===== config.mk =====
export PLATFORM = sky130hd
export DESIGN_NAME = irrigation_source_selector
export DESIGN_NICKNAME = d
export VERILOG_FILES = /design/src/rtl/irrigation_source_selector.sv
export SDC_FILE = /design/constraint.sdc
export NUM_CORES = 1
export LEC_CHECK = 0
export ABC_AREA = 1
export CELL_PAD_IN_SITES_DETAIL_PLACEMENT = 0
export CELL_PAD_IN_SITES_GLOBAL_PLACEMENT = 1
export CORE_MARGIN = 5
export CORE_UTILIZATION = 33
export CTS_CLUSTER_SIZE = 40
export DETAILED_ROUTE_END_ITERATION = 8
export PLACE_DENSITY = 0.8
export RECOVER_POWER = 100
export SYNTH_ARGS = -nofsm -noshare
export SYNTH_HDL_FRONTEND = slang
export SYNTH_SLANG_ARGS = --single-unit

===== constraint.sdc =====
create_clock -name clock_i -period 1.35 [get_ports clock_i]
set_input_delay 0.405 -clock clock_i [delete_from_list [all_inputs] [get_ports clock_i]]
set_output_delay 0.405 -clock clock_i [all_outputs]
set_load 0.1 [all_outputs]

===== src/rtl/irrigation_source_selector.sv =====
// Break-before-make selector for the A/B water-source mux: debounced request, minimum dwell, dead time, fault override.
// Optional switch counter enabled by defining SOURCE_SELECTOR_COUNT_EN.
module irrigation_source_selector #(
    parameter int DEBOUNCE_CYCLES = 4,
    parameter int DEAD_CYCLES     = 8,
    parameter int MIN_HOLD_CYCLES = 16
) (
    input  logic       clock_i,
    input  logic       reset_n_i,
    input  logic       request_i,
    input  logic       force_b_i,
    output logic       selector_o,
    output logic       output_enable_o,
    output logic       switching_o,
    output logic [7:0] switch_count_o
);

    localparam int DB_W   = $clog2(DEBOUNCE_CYCLES + 1);
    localparam int DEAD_W = $clog2(DEAD_CYCLES + 1);
    localparam int HOLD_W = $clog2(MIN_HOLD_CYCLES + 1);

    localparam logic [DB_W-1:0]   DB_LAST   = DB_W'(DEBOUNCE_CYCLES - 1);
    localparam logic [DEAD_W-1:0] DEAD_LAST = DEAD_W'(DEAD_CYCLES - 1);
    localparam logic [HOLD_W-1:0] HOLD_MAX  = HOLD_W'(MIN_HOLD_CYCLES);

    typedef enum logic [1:0] {
        ACTIVE_A  = 2'd0,
        ACTIVE_B  = 2'd1,
        DEAD_TO_A = 2'd2,
        DEAD_TO_B = 2'd3
    } state_e;

    state_e              state_q, state_d;
    logic [DEAD_W-1:0]   dead_q, dead_d;
    logic [HOLD_W-1:0]   hold_q, hold_d;
    logic [DB_W-1:0]     db_cnt_q, db_cnt_d;
    logic                req_db_q, req_db_d;
    logic                hold_met;
    logic                in_active_q;

    assign hold_met    = (hold_q == HOLD_MAX);
    assign in_active_q = (state_q == ACTIVE_A) || (state_q == ACTIVE_B);

    // Debounce: accept a new level only after DEBOUNCE_CYCLES consecutive differing samples.
    always_comb begin
        req_db_d = req_db_q;
        db_cnt_d = '0;
        if (request_i != req_db_q) begin
            if (db_cnt_q == DB_LAST) begin
                req_db_d = request_i;
            end else begin
                db_cnt_d = db_cnt_q + 1'b1;
            end
        end
    end

    always_ff @(posedge clock_i) begin
        if (!reset_n_i) begin
            state_q  <= DEAD_TO_B;
            dead_q   <= '0;
            hold_q   <= '0;
            db_cnt_q <= '0;
            req_db_q <= 1'b0;
        end else begin
            state_q  <= state_d;
            dead_q   <= dead_d;
            hold_q   <= hold_d;
            db_cnt_q <= db_cnt_d;
            req_db_q <= req_db_d;
        end
    end

    // force_b wins over the debounced request; a redirect restarts the full dead time.
    always_comb begin
        state_d = state_q;
        unique case (state_q)
            ACTIVE_A: begin
                if (force_b_i || (!req_db_q && hold_met)) state_d = DEAD_TO_B;
            end
            ACTIVE_B: begin
                if (req_db_q && hold_met && !force_b_i) state_d = DEAD_TO_A;
            end
            DEAD_TO_A: begin
                if (force_b_i)                state_d = DEAD_TO_B;
                else if (dead_q == DEAD_LAST) state_d = ACTIVE_A;
            end
            DEAD_TO_B: begin
                if (dead_q == DEAD_LAST) state_d = ACTIVE_B;
            end
            default: state_d = DEAD_TO_B;
        endcase

        dead_d = '0;
        hold_d = '0;
        if (state_d == state_q) begin
            if (in_active_q) hold_d = hold_met ? hold_q : hold_q + 1'b1;
            else             dead_d = dead_q + 1'b1;
        end
    end

    always_comb begin
        selector_o      = (state_q == ACTIVE_A) || (state_q == DEAD_TO_A);
        output_enable_o = in_active_q;
        switching_o     = !in_active_q;
    end

`ifdef SOURCE_SELECTOR_COUNT_EN
    logic [7:0] count_q;
    logic       start_switch;

    // Only ACTIVE->DEAD entries count; reset and redirects stay within DEAD states.
    assign start_switch = in_active_q && (state_d == DEAD_TO_A || state_d == DEAD_TO_B);

    always_ff @(posedge clock_i) begin
        if (!reset_n_i) begin
            count_q <= '0;
        end else if (start_switch && count_q != 8'hFF) begin
            count_q <= count_q + 8'd1;
        end
    end

    assign switch_count_o = count_q;
`else
    assign switch_count_o = '0;
`endif

endmodule


## Word-level counts from Yosys, hierarchy flattened

Cells that the tools add are included.

| cells by class | value |
|---|---|
| reduce and logical (&&, ||, !) cells | 14 |
| equality and inequality tests | 8 |
| multiplexer cells | 6 |
| bitwise logic cells | 3 |
| $add $sub $neg | 3 |

Operators by type and width:

| operator | count |
|---|---|
| 2-to-1 mux 2 bit | 5 |
| one-hot mux 2 bit (4 select lines) | 1 |
| OR reduction 3 bit | 2 |
| adder 5 x 1 -> 5 bit (second input constant) | 1 |
| equality test 5 bit (second input constant) | 1 |
| adder 4 x 1 -> 4 bit (second input constant) | 1 |
| equality test 2 bit (second input constant) | 2 |
| equality test 4 x 3 -> 1 bit (second input constant) | 1 |
| adder 3 x 1 -> 3 bit (second input constant) | 1 |
| equality test 3 x 2 -> 1 bit (second input constant) | 1 |
| logical AND 1 bit | 3 |
| logical NOT 1 bit | 3 |
| logical OR 1 bit | 3 |
| inverter 1 bit | 3 |
| AND reduction 3 bit | 1 |
| equality test 2 x 1 -> 1 bit (second input constant) | 1 |
| equality test 2 bit | 1 |
| logical NOT 2 bit | 1 |
| AND reduction 2 bit | 1 |
| inequality test 1 bit | 1 |

| storage, ports and cells | value |
|---|---|
| logic and storage cells | 39 |
| bits of input ports | 4 |
| output and inout bits | 11 |
| register bits after elaboration | 15 |

## Depth between registers and ports, before layout

| depth | value |
|---|---|
| depth in word-level cells | 8 |
| mapped depth | 10 |
| depth with buffers taken out | 10 |

## Worst setup path after synthesis

No wires, ideal clock.

| path | value |
|---|---|
| kind | reg-to-reg |
| from | register state_q[0] |
| to | register dead_q[0] |
| stages on the path, launching flop included | 10 |
| data required time | 1.286 ns |
| arrival time | 1.612 ns |
| buffers on the path | 0 |
| path slack | -0.326 ns |
| library setup time | 0.064 ns |
| period minus slack after synthesis | 1.676 ns |
| cells stage by stage | dfxtp_1 -> inv_1 -> nand2_1 -> nand2_1 -> nand2_1 -> nand2_2 -> inv_4 -> a21oi_2 -> nand2_2 -> nor2_1 |

| between the ends | value |
|---|---|
| word-level cells in the longest chain between the ends | 6 |
| elaborated cells between the ends (all ways) | 14 |
| classes of those cells | 4 x eq/ne; 6 x mux; 1 x bitwise; 3 x reduce/logical |

Ends and longest elaborated chain:

| what | RTL line | source |
|---|---|---|
| from (decl) | 33 | `state_e state_q, state_d;` |
| from (signal assigned) | 65 | `state_q <= state_d;` |
| 2-to-1 mux 2 bit | 85 | `else if (dead_q == DEAD_LAST) state_d = ACTIVE_A;` |
| 2-to-1 mux 2 bit | 84 | `if (force_b_i) state_d = DEAD_TO_B;` |
| one-hot mux 2 bit (4 select lines) | 76 | `unique case (state_q)` |
| equality test 2 bit | 95 | `if (state_d == state_q) begin` |
| inverter 1 bit (no line) | n/a |  |
| OR reduction 3 bit (no line) (*) | n/a |  |
| to (signal assigned) | 60 | `dead_q <= '0;` |
| to (signal assigned) | 66 | `dead_q <= dead_d;` |
| to (decl) | 34 | `logic [DEAD_W-1:0] dead_q, dead_d;` |

Mark *: on every way between the ends. The rest lies on a longest branch, timed or not.
A chain may end at the register's enable or synchronous reset.

## Final worst setup path

| path | value |
|---|---|
| from | register hold_q[0] |
| to | register dead_q[0] |

| between the ends | value |
|---|---|
| word-level cells in the longest chain between the ends | 8 |
| elaborated cells between the ends (all ways) | 11 |
| classes of those cells | 2 x eq/ne; 3 x mux; 1 x bitwise; 5 x reduce/logical |

Ends and longest elaborated chain:

| what | RTL line | source |
|---|---|---|
| from (decl) | 35 | `logic [HOLD_W-1:0] hold_q, hold_d;` |
| from (signal assigned) | 67 | `hold_q <= hold_d;` |
| equality test 5 bit (*) | 41 | `assign hold_met = (hold_q == HOLD_MAX);` |
| logical AND 1 bit (on tied branches) | 81, 78 |  |
| logical AND 1 bit or logical OR 1 bit (tied branches) | 81, 78 |  |
| 2-to-1 mux 2 bit (on tied branches) | 81, 78 |  |
| one-hot mux 2 bit (4 select lines) (*) | 76 |  |
| equality test 2 bit (*) | 95 |  |
| inverter 1 bit (no line) (*) | n/a |  |
| OR reduction 3 bit (no line) (*) | n/a |  |

Marked as above.

==> metrics <==
status=complete, but fails checks; failing checks=setup timing; reg-to-reg setup timing slack=-0.07 ns; CP Capture Type=flip-flop; fraction of layout cells with a size suffix above 1=44.9%; Async SR Flop Fraction=0%; Hold EP=dead_q[0]$_SDFF_PP0_; vias per inst=4.43; crit path max-delay cell type=dfxtp_2; Ys Warns=0; dpl ws=-0.387 ns; largest net degree at the start of global routing=10; synth cell count leaders=inv_1 (16), dfxtp_1 (15), nand2_1 (15); Area Overhead vs Synth=47.3%; Remaining DRCs=0; Synth area leaders=dfxtp_1 (36%), ha_1 (7.6%), buf_4 (7.3%); routability congestion estimate from global placement=0.747; delay-heaviest family, CP=simple AND/OR/NAND/NOR gates; Seq cells post-synth=15; Clock Latency Late Sink=0.29 ns; Pre-antenna DRT Iters=4; global route total overflow=0; fin nets=148; crit-path max FO=4; sequential fraction of the synthesis area=36.4%; CP arrival=1.65 ns; Final Util=49.9%; Cell Area, Placed=990 µm²; Avg Cell Area, Syn=7.63 µm²; Mapped Cells=108; Final Cell Area=1210 µm²; H-tree levels=1; Root Driver=clkbuf_4; final hold vios=0; Routed wire per std cell=10.8 µm; Worst Hold Depth=1; antenna violations before repair=0; Worst R2R Path Depth=10; diode count=0; clock buffer count from CTS=3; post-synth cell types=22; Hold Path Class=reg -> reg; final worst slack=-0.0706 ns; Worst EP required=1.58 ns; VDD IR max=0.000482 V; Clock Pin Slew Worst Setup and Hold Paths=0.09 ns; ordered cell list for the critical path=inv_2 -> ha_4 -> nand2_4 -> inv_1 -> nand3_2 -> nand2_1 -> nand3_2 -> a21oi_2 -> nand2_2 -> nor2_1; via count=744; fin crit share=105%; Pwr Total=0.886 mW; # fillers=232; max cap viols=0; Max Freq=0.704 GHz; Die Footprint=3600 µm²; Post-Route WL=1810 µm; maximum buffer depth of the clock tree=2; count leader, synth=inv_1; P_leak=0.515 nW; CP Class=reg -> reg; vias in the first global route=703; Top cell by count, worst path=nand3_2; I/O Pins=15; DIE WIDTH=60.0 µm; Hold Path Origin=dead_q[0]$_SDFF_PP0_; Yosys top cell by area=dfxtp_1; Tmin final=1.42 ns; CTS tree=done; ANT nets after route=0; TNS Setup=-0.408 ns; Pwr per Cell Area=729 nW/µm²; Synth Flop Type=dfxtp_1; worst reg2reg path startpoint=hold_q[0]$_SDFFE_PN0P_; CP startpoint kind=flip-flop; 1st-iter DRT viols=11; clk sinks=15; Slew Viols, Final=0; max incr delay on CP=0.33 ns; worst r2r dst=dead_q[0]$_SDFF_PP0_; core area=2430 µm²; Initial Util=33.9%; share of the synthesized area in the top cell type=36.4%; WP buf/inv=2; GRT Total Usage=10.6%; Clock Skew=0.00144 ns; DP Wirelength=1140 µm; row cnt=18; mapped cell area=825 µm²; IO Port Bufs=6; RSZ-0062 raised after global routing=true; number of synthesized flops with an enable pin=0; first-pass GRT wire length=2840 µm; die height=60.0 µm; # setup viols final=11
## sequential cells by signal, indices dropped and copies added, names as in the netlist
name / flops
req_db_q: 1
hold_q: 5
dead_q: 4
db_cnt_q: 3
state_q: 2
## repair_timing
item / CTS / global route
gates resized for setup: 22 / 10
endpoints found under the setup margin: 12 / 15
hold buffers: 0 / 0
endpoints found under the hold margin: 0 / 0
buffers inserted: 9 / 5
pin swaps: 9 / 7
## cell families (layout without fill, tap and decap cells)
group	after synthesis	in the layout	share of synthesized area, %
AND/OR/NAND/NOR	44	44	25.5
buffers and inverters	27	50	16.8
flip-flops	15	15	36.4
AO/OA/AOI/OAI	11	11	7.89
adder cells (fa/ha/maj)	5	5	7.59
XOR/XNOR	5	5	5.31
other	1	8	0.455
## report_power, final
group,internal (mW),switching (mW)
Sequential,0.452,0.00799
Clock,0.110,0.157
Combinational,0.0290,0.130
Total,0.591,0.295
## metrics by stage
step | std cells | hold slack [ns]
floorplan | 115 | 0.399
global placement | 151 | 0.408
global route | 168 | 0.455
detailed placement | 151 | 0.419
CTS | 163 | 0.433
finish | 168 | 0.424
## area by class of cell
| class | count | area (µm²) | share of cell area [%] |
|---|---|---|---|
| Sequential cell | 15 | 312 | 25.6 |
| Tap cell | 30 | 37.5 | 3.09 |
| Multi-Input combinational cell | 73 | 494 | 40.7 |
| Clock inverter | 1 | 5.00 | 0.412 |
| Inverter | 18 | 78.8 | 6.49 |
| Timing Repair Buffer | 28 | 265 | 21.8 |
| Clock buffer | 3 | 22.5 | 1.85 |
## cell usage in the layout, fill, tap and decap left out, types with 4 or more instances in the layout
cell type / count
conb_1: 8
inv_1: 13
nand2_1: 12
buf_4: 19
nor3_2: 6
dfxtp_1: 10
nor2_1: 8
nand3_2: 4
ha_1: 4
nand2_2: 6
## layer usage
metal | global-route usage (%) | share of wire [%] | routed length (µm) | up-vias
li1 | - | - | - | 382
met1 | 12.7 | 41 | 751 | 335
met2 | 16.7 | 50 | 905 | 22
met3 | 1.94 | 5.6 | 102 | 5
met4 | 7.59 | 2.9 | 53 | 0
met5 | 0 | 0 | 0 | -
## worst max-delay path by stage
stage	slack [ns]	cells past startpoint	end	start
after floorplan	-0.23	6	hold_q[0]$_SDFFE_PN0P_	state_q[0]$_SDFF_PN1_
after global placement	-0.34	9	dead_q[0]$_SDFF_PP0_	force_b_i
after detailed placement	-0.39	9	hold_q[1]$_SDFFE_PN0P_	force_b_i
after CTS	-0.03	11	dead_q[0]$_SDFF_PP0_	hold_q[1]$_SDFFE_PN0P_
after global routing	-0.20	11	dead_q[0]$_SDFF_PP0_	hold_q[0]$_SDFFE_PN0P_
final	-0.07	10	dead_q[0]$_SDFF_PP0_	hold_q[0]$_SDFFE_PN0P_
No activity file was read; power rests on OpenSTA's default activity.
==> RTL change 1 (config.mk and constraints unchanged) <==
The parameter `MIN_HOLD_CYCLES` goes from 16 to 8.
--- a/src/rtl/irrigation_source_selector.sv
+++ b/src/rtl/irrigation_source_selector.sv
@@ -4,5 +4,5 @@
     parameter int DEBOUNCE_CYCLES = 4,
     parameter int DEAD_CYCLES     = 8,
-    parameter int MIN_HOLD_CYCLES = 16
+    parameter int MIN_HOLD_CYCLES = 8
 ) (
     input  logic       clock_i,
Behaviour: no difference found for any inputs over 10 cycles, from zero or initial values and one cycle with reset_n_i low; that may be too few to reach the edited logic, so the function may still have changed.
==> RTL change 1 against the unedited design <==
The flow still finishes with violations (setup timing). Synthesized area fell by 9.6%. Clock skew barely moved. Die area fell by 8.0%. Cell area fell by 13%. Routed wire length fell by 16%. Setup slack got worse by 0.0083 ns. Sequential power fell by 5.4%. Sequential cell count fell by 1. Power rose by 1.8%. Final cell count fell by 13%.
==> RTL change 1: results (changes against the unedited design) <==
{| class="wikitable"
! Metric !! Value
|-
| FF-to-FF Start || hold_q[1]$_SDFFE_PN0P_ (was hold_q[0]$_SDFFE_PN0P_)
|-
| Portion of the post-synthesis area used by sequential elements || 37.6% (was 36.4%)
|-
| Amount of wire on met2 after detailed routing || 776 um (was 905 um)
|-
| Fin Setup TNS || -0.530 ns (was -0.408 ns)
|-
| Worst-case clock skew || 0.00156 ns (was 0.00144 ns)
|-
| Maximum number of pins on one net before global-route repair || 9 (was 10)
|-
| Compound-Gate Fraction of Synth Area || 8.72% (was 7.89%)
|-
| Final weighted congestion in routability-driven placement || 0.853 (was 0.747)
|-
| Final Hold Slack || 0.425 ns (was 0.424 ns)
|-
| Mapped Avg Cell Area || 7.85 sq um (was 7.63 sq um)
|-
| Vias in the first global route || 615 (was 703)
|-
| Top Registers || dead_q (4), hold_q (4), db_cnt_q (3) (was hold_q (5), dead_q (4), db_cnt_q (3))
|-
| Critical path destination || hold_q[1]$_SDFFE_PN0P_ (was dead_q[0]$_SDFF_PP0_)
|-
| GRT met1 Usage || 10.2% (was 12.7%)
|-
| GR Util All Layers || 9.17% (was 10.6%)
|-
| Top cells by count, synth || 14 x sky130_fd_sc_hd__dfxtp_1, 14 x sky130_fd_sc_hd__nand2_1, 13 x sky130_fd_sc_hd__inv_1 (was 16 x sky130_fd_sc_hd__inv_1, 15 x sky130_fd_sc_hd__dfxtp_1, 15 x sky130_fd_sc_hd__nand2_1)
|-
| WL/cell || 10.4 um (was 10.8 um)
|-
| Static Leak || 0.439 nW (was 0.515 nW)
|-
| Post-route worst setup slack || -0.0789 ns (was -0.0706 ns)
|-
| Wire length of the first global-routing pass || 2370 um (was 2840 um)
|-
| DP Wirelength || 1040 um (was 1140 um)
|-
| Net count of the finished layout || 128 (was 148)
|-
| Worst Hold Path EP || db_cnt_q[0]$_SDFF_PP0_ (was dead_q[0]$_SDFF_PP0_)
|-
| Depth of the most critical reg-to-reg path || 9 (was 10)
|-
| M1 WL || 576 um (was 751 um)
|-
| Fill count || 199 (was 232)
|-
| Via total after detailed routing || 668 (was 744)
|-
| Outcome || finished with violations (unchanged)
|-
| Placement-stage cell area || 886 sq um (was 990 sq um)
|-
| Violations in the final reports || setup timing (unchanged)
|-
| Count of routing violations after the opening detailed-route iteration || 9 (was 11)
|-
| Arrival time at the worst endpoint || 1.61 ns (was 1.65 ns)
|-
| Sw Pwr || 0.285 mW (was 0.295 mW)
|-
| Final setup violation count || 10 (was 11)
|-
| Pre-CTS worst setup slack || -0.388 ns (was -0.387 ns)
|-
| Worst hold path startpoint || db_cnt_q[0]$_SDFF_PP0_ (was dead_q[0]$_SDFF_PP0_)
|}
[RTL change 1: changes by cell type in the layout (fill, tap and decap cells not counted), sizes merged, moves of 2 or more]
cell / change
buf: -8
nand4: +2
clkbuf: +2
nand3: -3
inv: -4
nand2: -5
[RTL change 1: cell type report]
cell class / count / area, sq um / share of cell area, %
clock buffers: 4 / 36.3 / 3.44
inverters: 14 / 61.3 / 5.81
flip-flops and latches: 14 / 293 / 27.7
multi-input cells: 65 / 430 / 40.8
well taps: 28 / 35.0 / 3.32
repair buffers: 21 / 200 / 19.0
[RTL change 1: power groups by stage]
stage	Clock, mW	Combinational (mW)	Sequential [mW]
6_report	0.312	0.155	0.435
5_1_grt	0.334	0.164	0.438
4_1_cts	0.315	0.150	0.431
3_5_place_dp	0	0.151	0.442
3_3_place_gp	0	0.149	0.442
2_1_floorplan	0	0.146	0.441
[RTL change 1: repair_timing]
action / CTS / global route
setup buffers: 4 / 5
setup endpoints to repair: 12 / 12
resized for setup: 14 / 10
pin swaps: 9 / 8
==> RTL change 2 (same flow settings) <==
Without the edit above. Encoding of `state_e`: now one-hot (4 bits for 4 states).
--- a/src/rtl/irrigation_source_selector.sv
+++ b/src/rtl/irrigation_source_selector.sv
@@ -24,9 +24,9 @@
     localparam logic [HOLD_W-1:0] HOLD_MAX  = HOLD_W'(MIN_HOLD_CYCLES);
 
-    typedef enum logic [1:0] {
-        ACTIVE_A  = 2'd0,
-        ACTIVE_B  = 2'd1,
-        DEAD_TO_A = 2'd2,
-        DEAD_TO_B = 2'd3
+    typedef enum logic [3:0] {
+        ACTIVE_A  = 4'b0001,
+        ACTIVE_B  = 4'b0010,
+        DEAD_TO_A = 4'b0100,
+        DEAD_TO_B = 4'b1000
     } state_e;
 
Function: no difference found for any inputs over 10 cycles, from zero or initial values and one cycle with reset_n_i low; not proved beyond that.
==> RTL change 2 against the unedited design <==
The run still ends with setup timing left. Non-clock buffer count grew 17. Utilization grew 5.2 points. Worst hold slack improved by 0.0095 ns. Register-to-register slack got worse by 0.15 ns. Power grew 12%. Cell area is 27% higher. Setup slack lost 0.26 ns. Synthesized area rose by 19%. Critical path depth is 4 lower. Routed wire length rose by 33%. Sequential share of layout area is 2.7 points lower. Sequential cell count up 2. Via count up 32%. Critical path type is now reg -> out. Largest power group unchanged.
==> RTL change 2: results (changes against the unedited design) <==
{| class="wikitable"
! Metric !! Value
|-
| Top cells by count, synth || 22 x sky130_fd_sc_hd__inv_1, 21 x sky130_fd_sc_hd__nor2_1, 17 x sky130_fd_sc_hd__dfxtp_1 (was 16 x sky130_fd_sc_hd__inv_1, 15 x sky130_fd_sc_hd__dfxtp_1, 15 x sky130_fd_sc_hd__nand2_1)
|-
| Clock-pin slew on the worst setup and hold paths || 0.11 ns (was 0.09 ns)
|-
| Fill count || 259 (was 232)
|-
| Worst hold path startpoint || db_cnt_q[0]$_SDFF_PP0_ (was dead_q[0]$_SDFF_PP0_)
|-
| CP max stage cell || sky130_fd_sc_hd__dfxtp_4 (was sky130_fd_sc_hd__dfxtp_2)
|-
| Net count of the finished layout || 192 (was 148)
|-
| Largest voltage drop on the vdd net || 0.384 mV (was 0.482 mV)
|-
| Outcome || finished with violations (unchanged)
|-
| Pre-CTS worst setup slack || -0.569 ns (was -0.387 ns)
|-
| Fraction of final layout cells sized beyond drive strength 1 || 51.1% (was 44.9%)
|-
| Critical Path Max Stage Delay || 0.38 ns (was 0.33 ns)
|-
| Final setup violation count || 13 (was 11)
|-
| Wire length of the first global-routing pass || 3720 um (was 2840 um)
|-
| Multi-input combinational cell count || 91 (was 73)
|-
| Post-route worst setup slack || -0.328 ns (was -0.0706 ns)
|-
| Top post-synthesis cells by area || sky130_fd_sc_hd__dfxtp_1 35%, sky130_fd_sc_hd__inv_1 8.4%, sky130_fd_sc_hd__nor2_1 8.0% (was sky130_fd_sc_hd__dfxtp_1 36%, sky130_fd_sc_hd__ha_1 7.6%, sky130_fd_sc_hd__buf_4 7.3%)
|-
| Count of routing violations after the opening detailed-route iteration || 44 (was 11)
|-
| Total instance count after detailed placement || 196 (was 151)
|-
| Violations in the final reports || setup timing (unchanged)
|-
| Met2 usage in global routing || 19.7% (was 16.7%)
|-
| Global routing met3 resource utilization || 2.59% (was 1.94%)
|-
| Met3 wire length || 108 um (was 102 um)
|-
| Worst-case clock skew || 0.00672 ns (was 0.00144 ns)
|-
| WL/cell || 11.3 um (was 10.8 um)
|-
| FF-to-FF End || hold_q[0]$_SDFFE_PN0P_ (was dead_q[0]$_SDFF_PP0_)
|-
| GRT met1 Usage || 13.9% (was 12.7%)
|-
| Vias in the first global route || 941 (was 703)
|}
RTL change 2: changes by cell type after synthesis, moves of 2 or more:
cell	delta
sky130_fd_sc_hd__inv_2	+2
sky130_fd_sc_hd__o21ai_0	+2
sky130_fd_sc_hd__nand2_1	-3
sky130_fd_sc_hd__nor2_4	+3
sky130_fd_sc_hd__inv_1	+6
sky130_fd_sc_hd__a21oi_1	+3
sky130_fd_sc_hd__nand3_2	+4
sky130_fd_sc_hd__nand3_1	+3
sky130_fd_sc_hd__dfxtp_1	+2
sky130_fd_sc_hd__nor2_1	+12
sky130_fd_sc_hd__nor3_1	-6
RTL change 2: cell families after synthesis:
| logic type | after synthesis |
|---|---|
| AO/OA/AOI/OAI | 16 |
| AND/OR/NAND/NOR | 57 |
| buffers and inverters | 33 |
| adder cells (fa/ha/maj) | 5 |
| other | 1 |
| XOR/XNOR | 5 |
| flip-flops | 17 |
